<file path="src/rtl/updown_counter_param.sv">
// Parametrised synchronous up/down counter with run-time modulus, variable step,
// parallel load, wrap/saturate mode and registered wrap/err status pulses.
module updown_counter_param #(
    parameter int WIDTH     = 8,
    parameter int STEP_W    = 4,
    parameter int RESET_VAL = 0
) (
    input  logic              clk,
    input  logic              reset,
    input  logic              en,
    input  logic              up_down,
    input  logic [STEP_W-1:0] step,
    input  logic              sat_mode,
    input  logic [WIDTH-1:0]  mod_val,
    input  logic              load,
    input  logic [WIDTH-1:0]  load_val,
    output logic [WIDTH-1:0]  count,
    output logic              at_max,
    output logic              at_zero,
    output logic              wrap,
    output logic              err
);

    logic [WIDTH-1:0] step_w;
    logic [WIDTH:0]   sum_up;
    logic [WIDTH-1:0] up_wrapped;
    logic [WIDTH-1:0] dn_wrapped;
    logic [WIDTH-1:0] next_count;
    logic             next_wrap;
    logic             next_err;

    assign step_w = WIDTH'(step);
    // One extra bit on the sum so c+s never overflows before comparing to m.
    assign sum_up = {1'b0, count} + {1'b0, step_w};
    // Wrapped results always land in 0..m, so modular WIDTH-bit arithmetic is exact.
    assign up_wrapped = count + step_w - mod_val - WIDTH'(1);
    assign dn_wrapped = count + mod_val + WIDTH'(1) - step_w;

    always_comb begin
        next_count = count;
        next_wrap  = 1'b0;
        next_err   = 1'b0;
        if (load) begin
            next_count = (load_val > mod_val) ? mod_val : load_val;
        end else if (en) begin
            if (count > mod_val) begin
                // Modulus was lowered under us: pull back into range, ignore step.
                next_count = mod_val;
            end else if (step_w > mod_val) begin
                next_err = 1'b1;
            end else if (step_w == '0) begin
                next_count = count;
            end else if (up_down) begin
                if (sum_up > {1'b0, mod_val}) begin
                    next_wrap  = 1'b1;
                    next_count = sat_mode ? mod_val : up_wrapped;
                end else begin
                    next_count = sum_up[WIDTH-1:0];
                end
            end else begin
                if (step_w > count) begin
                    next_wrap  = 1'b1;
                    next_count = sat_mode ? '0 : dn_wrapped;
                end else begin
                    next_count = count - step_w;
                end
            end
        end
    end

    always_ff @(posedge clk) begin
        if (reset) begin
            count <= WIDTH'(RESET_VAL);
            wrap  <= 1'b0;
            err   <= 1'b0;
        end else begin
            count <= next_count;
            wrap  <= next_wrap;
            err   <= next_err;
        end
    end

    assign at_max  = (count == mod_val);
    assign at_zero = (count == '0);

endmodule

</file>
<file path="config.mk">
export PLATFORM = sky130hd
export DESIGN_NAME = updown_counter_param
export DESIGN_NICKNAME = d
export VERILOG_FILES = /design/src/rtl/updown_counter_param.sv
export SDC_FILE = /design/constraint.sdc
export NUM_CORES = 1
export LEC_CHECK = 0
export ABC_AREA = 1
export BUFFER_PORTS_ARGS = -buffer_cell sky130_fd_sc_hd__buf_4
export CORE_ASPECT_RATIO = 0.8
export CORE_MARGIN = 1
export CORE_UTILIZATION = 55
export DETAILED_ROUTE_END_ITERATION = 16
export PLACE_DENSITY = 0.78
export SLEW_MARGIN = 15
export SYNTH_ARGS = -nofsm -noshare
export SYNTH_HDL_FRONTEND = slang
export SYNTH_SLANG_ARGS = --single-unit
</file>
<file path="constraint.sdc">
create_clock -name clk -period 3.8 [get_ports clk]
set_input_delay 0.38 -clock clk [delete_from_list [all_inputs] [get_ports clk]]
set_output_delay 0.38 -clock clk [all_outputs]
set_load 0.05 [all_outputs]
</file>
==> metrics.yaml <==
leakage_uw: 0.00217
powerDensity_nw_per_um2: 333
placed_area_sq_um: 3600
met3_wirelength_um: 845
worst-path-max-fanout: 10
min_path_type: "in2reg"
hold_path_end: "err"
period_share: 0.850
ant_nets: 0
timing.fmax_mhz: 310
finalCriticalPeriod_ns: 3.23
ys_warn_count: 0
drt-met1-wl_mm: 4.68
cp.required_ns: 3.95
ys_seq_area_frac: 0.0611
cts_setup_buffers: 0
topRoutingLayerUsed: "met4"
clkLatencyLatePin_ns: 0.25
synth_seq_cells: 10
clk_pin_slew_worst_paths_ns: 0.06
nets: 665
synth_fa_ha_area_frac: 0.293
most-common-layout-cells: "nand2_1, inv_1, nand3_1"
setup_tns_ns: 0
synth_area_sq_um: 3280
synth_top_family_by_area: "simple AND/OR/NAND/NOR gates"
reg2reg_to: "count[1]"
r2r_cells: 21
cp.arrival_ns: 3.37
synthToLayoutAreaGrowth_pct: 11.6
grt.total_usage: 0.330
start_kind: "flip-flop"
register_area_sq_um: 200
syn-instance-count: 536
r2r_slack_ns: 0.57
cts_tree: "built"
hold_buffers: 0
peakVddDrop_v: 0.000180
fin_skew_ns: 0.00985
multiInputGateArea_sq_um: 2610
synthesis.nets: 631
drtIter0Drc: 217
port-buffer-count: 37
core-area_sq_um: 5590
cts_max_path_buffers: 2
grt_max_degree: 18
dieWidth_um: 88.3
final_hold_viol_count: 0
placedCellCount: 643
n_fill_cell: 541
antenna_found_initial: 0
die_h_um: 71.0
outcome: "finished, final reports clean"
total_power_uw: 1220
instances_no_fill: 647
min_delay_path_depth: 3
die-area_sq_um: 6270
fin_util: 0.655
drive_gt1_frac: 0.121
gr-total-overflow: 0
worst_pin_slew_ns: 0.767
routed_via_density: 5.54
wl_met2_mm: 4.17
grt_first_pass_wirelength_mm: 15.8
r2r-start: "count[0]"
via_count: 3587
synth_compound_area_frac: 0.0989
clkSinkCount: 10
dr.pass1.iters: 5
slew_violations: 0
syn_area_per_cell_sq_um: 6.11
critical_path_class: "reg2reg"
synthSimpleGateAreaFrac: 0.373
max_slew_margin: 0.484
rsz0062_at_grt: "false"
wl_per_cell_um: 15.2
final_common_cell: "nand2_1"
antenna_cells: 0
final_cell_area_sq_um: 3660
hpwl_mm: 8.07
synth_mux_area_frac: 0
cts_resized: 0
num_io_pins: 38
grt_pass1_vias: 3211
setup-violations-final: 0
synth_xor_area_frac: 0.0294
drc_errors: 0
holdCritStartpoint: "en"
routed_wl_mm: 9.85
h-tree-depth: 1
synth_cell_type_count: 37
maxCapViolations: 0
initial_core_util: 0.587
clock-root-buffer: "clkbuf_8"
cts_buffers: 3
rows: 24
place_congestion: 0.960
cp-end-kind: "flip-flop"
-- sequential cells by signal, indices dropped and copies added, names as in the netlist --
signal  cells
wrap        1
count       8
err         1
-- cells in the mapped netlist, drive strengths merged --
| master | number | area share |
|---|---|---|
| nor3 | 7 | 0.019 |
| nor4 | 1 | 0.0019 |
| clkbuf | 2 | 0.0023 |
| xor2 | 5 | 0.013 |
| o21ai | 29 | 0.045 |
| buf | 7 | 0.016 |
| dfxtp | 10 | 0.061 |
| or2 | 4 | 0.0076 |
| a21oi | 30 | 0.047 |
| fa | 13 | 0.079 |
| o21bai | 1 | 0.0023 |
| nand4 | 13 | 0.027 |
| xnor2 | 6 | 0.016 |
| o22ai | 1 | 0.0019 |
| nand3 | 69 | 0.11 |
| inv | 108 | 0.12 |
| o21a | 1 | 0.0023 |
| ha | 56 | 0.21 |
| nor2 | 27 | 0.033 |
| nand3b | 1 | 0.0023 |
| clkinv | 1 | 0.0015 |
| nand2 | 144 | 0.17 |
-- power breakdown --
group,total [uW],internal [uW],switching [uW]
sequential,149,117,32.4
clock,143,91.7,51.3
combinational,924,336,589
total,1220,545,672
-- per-layer routing --
metal,vias to the layer above,global-route usage
li1,1776,-
met2,159,0.497
met5,-,0
met4,0,0.0753
met3,18,0.0525
met1,1634,0.492
-- worst max-delay path, cell delays in order, from the launching register on --
cell	delay, ns
dfxtp_1	0.35
ha_1	0.25
fa_1	0.42
nand2_1	0.09
nand3_1	0.17
nand3_1	0.12
nand2_1	0.06
nand2_1	0.07
inv_1	0.05
ha_1	0.30
nand2_1	0.10
inv_1	0.04
o21ai_0	0.17
nand3_1	0.10
nand2_1	0.24
nand2_4	0.14
nand2_1	0.10
nand2_1	0.05
nand2_1	0.05
nand2_1	0.05
a21oi_1	0.13
nor2_1	0.05
-- final cells by class --
| cell class | instances | share of cell area |
|---|---|---|
| Clock buffer | 4 | 0.0151 |
| Inverter | 109 | 0.113 |
| Tap cell | 78 | 0.0267 |
| Sequential cell | 10 | 0.0548 |
| Multi-Input combinational cell | 408 | 0.713 |
| Timing Repair Buffer | 38 | 0.0780 |
-- through the flow --
stage                     hold slack [ns]  setup slack (ns)
after floorplan                     0.550             0.724
after global placement              0.594             0.599
after detailed placement            0.617             0.458
after CTS                           0.433             0.609
after global routing                0.438             0.317
final                               0.434             0.571
-- worst max path at each step --
stage          endpoint  slack, ns  cells past startpoint     start
4_1_cts        count[1]       0.61                     21  count[0]
3_3_place_gp   count[5]       0.60                     20   step[0]
5_1_grt        count[1]       0.32                     21  count[0]
3_5_place_dp   count[1]       0.46                     21   step[0]
2_1_floorplan  count[1]       0.72                     21  count[2]
6_report       count[1]       0.57                     21  count[0]
-- cell families (layout without fill, tap and decap cells) --
logic type	Yosys count	in the layout
AO/OA/AOI/OAI	62	62
XOR/XNOR	11	11
AND/OR/NAND/NOR	266	266
flip-flops	10	10
adder cells (fa/ha/maj)	69	69
buffers and inverters	118	151
(Power assumes the default switching activity.)
